<file path="src/rtl/cpu_pkg.sv">
// Shared CPU definitions: branch_type bit positions, fetch FSM state encoding
// and the default reset PC.
package cpu_pkg;

    localparam int BT_PC4   = 0;
    localparam int BT_BTYPE = 1;
    localparam int BT_JAL   = 2;
    localparam int BT_JALR  = 3;

    localparam logic [31:0] DEFAULT_RESET_PC = 32'h0000_0000;

    // Fetch FSM states, kept as plain constants so older tools can read them.
    typedef logic [1:0] fetch_state_t;
    localparam fetch_state_t ST_REQ   = 2'd0;
    localparam fetch_state_t ST_WAIT  = 2'd1;
    localparam fetch_state_t ST_HOLD  = 2'd2;
    localparam fetch_state_t ST_FAULT = 2'd3;

endpackage

</file>
<file path="src/rtl/fetch_unit_if.sv">
// Instruction-memory request/response channel plus the IF/ID hand-off channel.
interface fetch_unit_if;
    logic        imem_req_valid;
    logic        imem_req_ready;
    logic [31:0] imem_req_addr;
    logic        imem_resp_valid;
    logic [31:0] imem_resp_data;
    logic        if_valid;
    logic        if_ready;
    logic [31:0] if_pc;
    logic [31:0] if_instr;

    modport master (
        output imem_req_valid, imem_req_addr,
        input  imem_req_ready, imem_resp_valid, imem_resp_data,
        output if_valid, if_pc, if_instr,
        input  if_ready
    );

    modport slave (
        input  imem_req_valid, imem_req_addr,
        output imem_req_ready, imem_resp_valid, imem_resp_data,
        input  if_valid, if_pc, if_instr,
        output if_ready
    );
endinterface

</file>
<file path="src/rtl/next_pc_calc.sv">
// Redirect decode: target adders, jalr > jal > btype priority and the
// misaligned-target flag. Purely combinational.
module next_pc_calc
    import cpu_pkg::*;
(
    input  logic        branch_valid,
    input  logic [3:0]  branch_type,
    input  logic [31:0] pc_ex,
    input  logic [31:0] imm,
    input  logic [31:0] rs1_data,
    output logic        redirect,
    output logic [31:0] target,
    output logic        misaligned
);
    logic [31:0] rel_target;
    logic [31:0] jalr_sum;
    logic        pc4_unused;

    assign rel_target = pc_ex + imm;
    assign jalr_sum   = rs1_data + imm;
    // pc_4 only ever means "no redirect", so its bit carries no information here.
    assign pc4_unused = branch_type[BT_PC4];

    assign redirect = branch_valid &
                      (branch_type[BT_JALR] | branch_type[BT_JAL] | branch_type[BT_BTYPE]);

    always_comb begin
        target = rel_target;
        if (branch_type[BT_JALR]) begin
            target = {jalr_sum[31:1], 1'b0};
        end
    end

    assign misaligned = target[1];

endmodule

</file>
<file path="src/rtl/fetch_unit.sv">
// Instruction-fetch front end owning the architectural PC. Optional feature
// macro FETCH_MISALIGN_TRAP_EN traps redirects to non-word-aligned targets.
module fetch_unit
    import cpu_pkg::*;
#(
    parameter logic [31:0] RESET_PC = DEFAULT_RESET_PC
) (
    input  logic         clk,
    input  logic         rst,
    input  logic         branch_valid,
    input  logic [3:0]   branch_type,
    input  logic [31:0]  pc_ex,
    input  logic [31:0]  imm,
    input  logic [31:0]  rs1_data,
    output logic         flush,
    output logic         fetch_fault,
    fetch_unit_if.master bus
);
    fetch_state_t state;
    logic [31:0]  pc;
    logic         stale;
    logic [31:0]  buf_pc;
    logic [31:0]  buf_instr;

    logic         redirect;
    logic [31:0]  target;
    logic         misaligned;
    logic         trap;
    logic         handshake;
    logic [31:0]  pc_inc;

    next_pc_calc u_next_pc (
        .branch_valid (branch_valid),
        .branch_type  (branch_type),
        .pc_ex        (pc_ex),
        .imm          (imm),
        .rs1_data     (rs1_data),
        .redirect     (redirect),
        .target       (target),
        .misaligned   (misaligned)
    );

`ifdef FETCH_MISALIGN_TRAP_EN
    assign trap        = redirect & misaligned;
    assign fetch_fault = (state == ST_FAULT);
`else
    logic misalign_unused;
    assign misalign_unused = misaligned;
    assign trap            = 1'b0;
    assign fetch_fault     = 1'b0;
`endif

    assign flush     = redirect;
    assign handshake = bus.imem_req_valid & bus.imem_req_ready;
    assign pc_inc    = pc + 32'd4;

    assign bus.imem_req_valid = (state == ST_REQ);
    assign bus.imem_req_addr  = {pc[31:2], 2'b00};
    assign bus.if_valid       = (state == ST_HOLD);
    assign bus.if_pc          = buf_pc;
    assign bus.if_instr       = buf_instr;

    always_ff @(posedge clk) begin
        if (rst) begin
            state     <= ST_REQ;
            pc        <= RESET_PC;
            stale     <= 1'b0;
            buf_pc    <= 32'h0;
            buf_instr <= 32'h0;
        end else begin
            case (state)
                ST_REQ: begin
                    if (redirect) begin
                        pc <= target;
                        if (trap) begin
                            state <= ST_FAULT;
                        end else if (handshake) begin
                            // The accepted fetch is for the old path; drop its response.
                            state <= ST_WAIT;
                            stale <= 1'b1;
                        end
                    end else if (handshake) begin
                        state <= ST_WAIT;
                    end
                end
                ST_WAIT: begin
                    if (redirect && trap) begin
                        pc    <= target;
                        stale <= 1'b0;
                        state <= ST_FAULT;
                    end else if (bus.imem_resp_valid) begin
                        if (!stale && !redirect) begin
                            buf_pc    <= pc;
                            buf_instr <= bus.imem_resp_data;
                            pc        <= pc_inc;
                            state     <= ST_HOLD;
                        end else begin
                            stale <= 1'b0;
                            state <= ST_REQ;
                            if (redirect) begin
                                pc <= target;
                            end
                        end
                    end else if (redirect) begin
                        pc    <= target;
                        stale <= 1'b1;
                    end
                end
                ST_HOLD: begin
                    if (redirect) begin
                        pc    <= target;
                        state <= trap ? ST_FAULT : ST_REQ;
                    end else if (bus.if_ready) begin
                        state <= ST_REQ;
                    end
                end
                ST_FAULT: begin
                    state <= ST_FAULT;
                end
                default: begin
                    state <= ST_REQ;
                end
            endcase
        end
    end

endmodule

</file>
<file path="src/flat_wrapper.sv">
// flat-port wrapper written by rule: the top's interface ports become plain ports
module fetch_unit_flat import cpu_pkg::*;
#(
    parameter logic [31:0] RESET_PC = DEFAULT_RESET_PC
)
  (clk, rst, branch_valid, branch_type, pc_ex, imm, rs1_data, flush, fetch_fault, bus_imem_req_valid, bus_imem_req_addr, bus_imem_req_ready, bus_imem_resp_valid, bus_imem_resp_data, bus_if_valid, bus_if_pc, bus_if_instr, bus_if_ready);
  fetch_unit_if bus_i ();
  input  logic clk;
  input  logic rst;
  input  logic branch_valid;
  input  logic [3:0] branch_type;
  input  logic [31:0] pc_ex;
  input  logic [31:0] imm;
  input  logic [31:0] rs1_data;
  output logic flush;
  output logic fetch_fault;
  output wire logic [$bits(bus_i.imem_req_valid)-1:0] bus_imem_req_valid;
  output wire logic [$bits(bus_i.imem_req_addr)-1:0] bus_imem_req_addr;
  input wire logic [$bits(bus_i.imem_req_ready)-1:0] bus_imem_req_ready;
  input wire logic [$bits(bus_i.imem_resp_valid)-1:0] bus_imem_resp_valid;
  input wire logic [$bits(bus_i.imem_resp_data)-1:0] bus_imem_resp_data;
  output wire logic [$bits(bus_i.if_valid)-1:0] bus_if_valid;
  output wire logic [$bits(bus_i.if_pc)-1:0] bus_if_pc;
  output wire logic [$bits(bus_i.if_instr)-1:0] bus_if_instr;
  input wire logic [$bits(bus_i.if_ready)-1:0] bus_if_ready;
  assign bus_imem_req_valid = bus_i.imem_req_valid;
  assign bus_imem_req_addr = bus_i.imem_req_addr;
  assign bus_i.imem_req_ready = bus_imem_req_ready;
  assign bus_i.imem_resp_valid = bus_imem_resp_valid;
  assign bus_i.imem_resp_data = bus_imem_resp_data;
  assign bus_if_valid = bus_i.if_valid;
  assign bus_if_pc = bus_i.if_pc;
  assign bus_if_instr = bus_i.if_instr;
  assign bus_i.if_ready = bus_if_ready;
  fetch_unit #(.RESET_PC(RESET_PC)) u_core (.clk(clk), .rst(rst), .branch_valid(branch_valid), .branch_type(branch_type), .pc_ex(pc_ex), .imm(imm), .rs1_data(rs1_data), .flush(flush), .fetch_fault(fetch_fault), .bus(bus_i));
endmodule
</file>
<file path="config.mk">
export PLATFORM = sky130hd
export DESIGN_NAME = fetch_unit_flat
export DESIGN_NICKNAME = d
export VERILOG_FILES = /design/src/rtl/cpu_pkg.sv /design/src/rtl/fetch_unit_if.sv /design/src/rtl/next_pc_calc.sv /design/src/rtl/fetch_unit.sv /design/src/flat_wrapper.sv
export SDC_FILE = /design/constraint.sdc
export NUM_CORES = 1
export LEC_CHECK = 0
export CORE_AREA = 2 2 134 136
export CTS_CLUSTER_DIAMETER = 40
export DETAILED_ROUTE_END_ITERATION = 8
export DIE_AREA = 0 0 136 138
export GPL_TIMING_DRIVEN = 1
export PLACE_DENSITY = 0.81
export SLEW_MARGIN = 10
export SYNTH_ARGS = -nofsm -noshare
export SYNTH_HDL_FRONTEND = slang
export SYNTH_SLANG_ARGS = --single-unit
</file>
<file path="constraint.sdc">
create_clock -name clk -period 4.1 [get_ports clk]
set_input_delay 1.23 -clock clk [delete_from_list [all_inputs] [get_ports clk]]
set_output_delay 1.23 -clock clk [all_outputs]
set_load 0.05 [all_outputs]
</file>
==> summary.txt, run 1 <==
Power and ir drop
  • Pwr Density: 302.6 nW/um2
  • IR Drop Worst-Case VDD: 0.2186 mV
  • Pwr Total: 3.391 mW
  • Static Leak: 4.293 nW

Placed design
  • Worst slack at placement: -0.09333 ns
  • Placed cell area: roughly 11000 um2
  • Post-DP HPWL: 20430 um
  • GP Congestion: around 0.95
  • IO buf count: between 200 and 250

Drt
  • DRT Pass-1 Iters: 5
  • DRC: 0
  • Routed via count: 9130
  • Post-route ant nets: 0
  • Final wirelength: approximately 26000 um
  • Iter 0 DRT Violations: between 800 and 900
  • Post-DR wirelength/cell: 16.32 um
  • Via-to-Cell Ratio: around 5.8

Setup path
  • Crit Path Category: primary input to flip-flop
  • Slowest stage cell, crit path: clkdlybuf4s50_1
  • R2r setup slk: about 1.5 ns
  • Startpoint Class: primary input
  • Reg2Reg Depth: 9
  • Slowest cell delay on critical path: 0.48 ns
  • Crit path top cell by count: a211oi_1
  • Worst-path fanout max: 5
  • Critical path endpoint category: flip-flop
  • WP data required: 4.31 ns
  • Crit path DAT: 4.07 ns
  • CP Cell Sequence: clkdlybuf4s50_1 > ha_1 > inv_1 > fa_1 > nand2b_1 > a21oi_1 > o21ai_1 > o211ai_2 > a211oi_1 > or3_1 > a21boi_0 > a211oi_1
  • RR Endpoint: u_core.pc[30]
  • FF-to-FF Start: u_core.state[0]

Hold path
  • Hold EP: u_core.bus.if_instr[25]
  • Worst Hold Class: flip-flop to flip-flop
  • WHS Path Cells: 2
  • Origin of the worst min-delay path: u_core.bus.if_instr[25]

CTS
  • Clk sinks: 99
  • H-tree levels: 3
  • CTS tree: yes
  • Clk buf depth: 2
  • Total CTS buffers: 9
  • # Post-CTS Setup Buffers: 0
  • Worst-Skew Late Latency: 0.34 ns
  • Clock-pin slew on the worst setup and hold paths: 0.07 ns
  • CTS Root Cell: clkbuf_16

Floorplanning
  • Num ports: around 240
  • Die width: 136 um
  • Die area: 18770 um2
  • Row count: slightly below 50
  • Core Area: 17530 um2
  • Die Ht: ~140 um
  • Initial core utilization: 47.84%

Global routing
  • Tot GR Track Use: 26.20%
  • Antenna violations before repair: 0
  • First-pass GRT wire length: 40450 um
  • Largest net degree at the start of global routing: 80
  • Vias in the first global route: 8239
  • Congestion Overflow GR: 0

Synthesis
  • Synth Register Bits: 99
  • Distinct cells, synth: 87
  • Sequential-to-total area share from yosys stat: a little under a quarter
  • Syn avg cell area: around 7.3 um2
  • Async SR Flop Fraction: 0%
  • Post-Synth Adder-Cell Area: 10.47%
  • Synth warnings: 0
  • Main combinational cell family by area after synthesis: compound AO/OA/AOI/OAI gates
  • Synth Flop Type: dfxtp_1
  • Synth Area in Compound Gates: about 29%
  • Post-synthesis mux area share: 1.611%
  • Synthesized cell area: 8388 um2
  • Post-Synth XOR/XNOR Area: 5.012%
  • Post-Synthesis Cells: 1143
  • Area share of and/or/nand/nor cells after synthesis: 23.00%
  • EDFF count, synth: 0

Run
  • Max-cap violation count: 0

STA
  • Final TNS setup: 0 ns
  • RSZ-0062 raised after global routing: no
  • Worst-Margin Slew: 0.8724 ns
  • Final Max Slew Viols: 0
  • Final Cycle Share: 94.24%
  • Final Hold Fails: 0
  • Fmax: 0.2588 GHz
  • Final hold slack: 0.4531 ns
  • Endpoints failing setup: 0
  • Slew headroom: 41.84%
  • Min Clock Period, post-route: around 3.9 ns
  • Worst Skew: ~0.0081 ns
  • Setup ws final: 0.2361 ns

Final layout
  • Area Growth Syn to Fin: 33.61%
  • Design area: 11210 um2
  • Share of layout cells above drive strength 1: approximately 7.5%
  • Nets: between 1500 and 2000
  • # diodes: 0

Status
  • Status: finished, final reports clean
-- synthesized netlist by cell type, drive strengths merged (26+ instances only) --
| cell | n | area (um2) |
|---|---|---|
| nand3 | 27 | 152.7 |
| inv | 28 | 105.1 |
| a21o | 26 | 195.2 |
| xnor2 | 35 | 306.5 |
| dfxtp | 99 | 1982 |
| nand2 | 202 | 760.7 |
| clkbuf | 32 | 120.1 |
| nor2 | 82 | 310.3 |
| ha | 67 | 838.3 |
| a21oi | 159 | 810.8 |
| o21ai | 68 | 344.1 |
| buf | 56 | 365.4 |
-- layout by cell type (no fill, tap or decap), types with 15 or more instances in the layout --
cell type        Yosys  routed
a211oi_1            19      19
inv_1               27      27
nand4_1             15      15
a31oi_1             18      18
buf_4               33      46
dfxtp_1             99      99
xnor2_1             35      35
nand3_1             25      24
ha_1                67      67
clkdlybuf4s50_1      0     231
nand2_1            201     201
o21ai_1             15      15
nor2_1              81      81
o21ai_0             52      52
a21oi_1            155     155
a21o_1              26      26
-- layer usage --
metal  global-route usage (%)  routed length (um)  vias to the layer above
met5                        0                   0                        -
met4                    8.279                 665                        0
met3                    4.217                2108                       47
met2                    43.03               11630                      417
met1                    35.03               11390                     4155
li1                         -                   -                     4511
-- flip-flops by register name, summed over array words and instances (netlist names) --
signal               count
u_core.bus.if_instr     32
u_core.state             2
u_core.bus.if_pc        32
u_core.pc               32
u_core.stale             1
-- how the worst max path moves through the flow --
stage / to / depth (start not counted) / slack [ns] / from
global route: u_core.pc[16] / 12 / 0.05 / imm[0]
detailed placement: u_core.pc[28] / 12 / -0.09 / imm[0]
CTS: u_core.pc[16] / 12 / 0.26 / imm[0]
global placement: u_core.pc[28] / 12 / -0.07 / imm[0]
finish: u_core.pc[28] / 12 / 0.24 / imm[0]
floorplan: flush / 4 / 0.59 / branch_type[3]
-- stage by stage --
stage,std cells,utilization [%]
after detailed placement,1564,62.05
after global placement,1564,62.05
after CTS,1580,63.89
after global routing,1580,63.91
after floorplan,1145,-
final,1580,63.91
-- report_power, final --
| group | leakage [nW] | internal [mW] | switching, mW | total, mW |
|---|---|---|---|---|
| Combinational | 3.33 | 0.587 | 0.813 | 1.40 |
| Sequential | 0.807 | 1.02 | 0.0799 | 1.10 |
| Clock | 0.156 | 0.527 | 0.362 | 0.890 |
| Total | 4.29 | 2.14 | 1.26 | 3.39 |
-- timing repair --
action | in CTS | in global routing
resized for setup | 0 | 1
hold buffers | 0 | 0
endpoints found under the setup margin | 0 | 1
-- final cells by class --
class	count	area [um2]
clock buffer	12	266.5
fill	1555	6327
clock inverter	4	55.05
multi-input combinational	930	5834
sequential	99	1982
inverter	28	105.1
tap	229	286.5
timing repair buffer	278	2678
-- cells by family (layout without fill, tap and decap cells) --
kind of cell,count (synthesis),after routing
xor+xnor,48,48
mux,13,13
other cells,1,3
simple gates,414,414
buf+inv,116,322
flops,99,99
fa+ha+maj,69,69
compound gates,383,383
-- critical path, delay by kind of cell --
kind	cells	cell delay [ns]
compound gates	6	1.20
fa+ha+maj	2	0.56
buf+inv	2	0.53
simple gates	2	0.54
Note: power is estimated with default switching activity, not from simulation.
==> run 2: changes to the inputs <==
CTS_CLUSTER_DIAMETER = default   (was 40)
SLEW_MARGIN = default   (was 10)
==> results of run 2 <==
The final DEF is identical to that of run 1; final timing and power are the same.
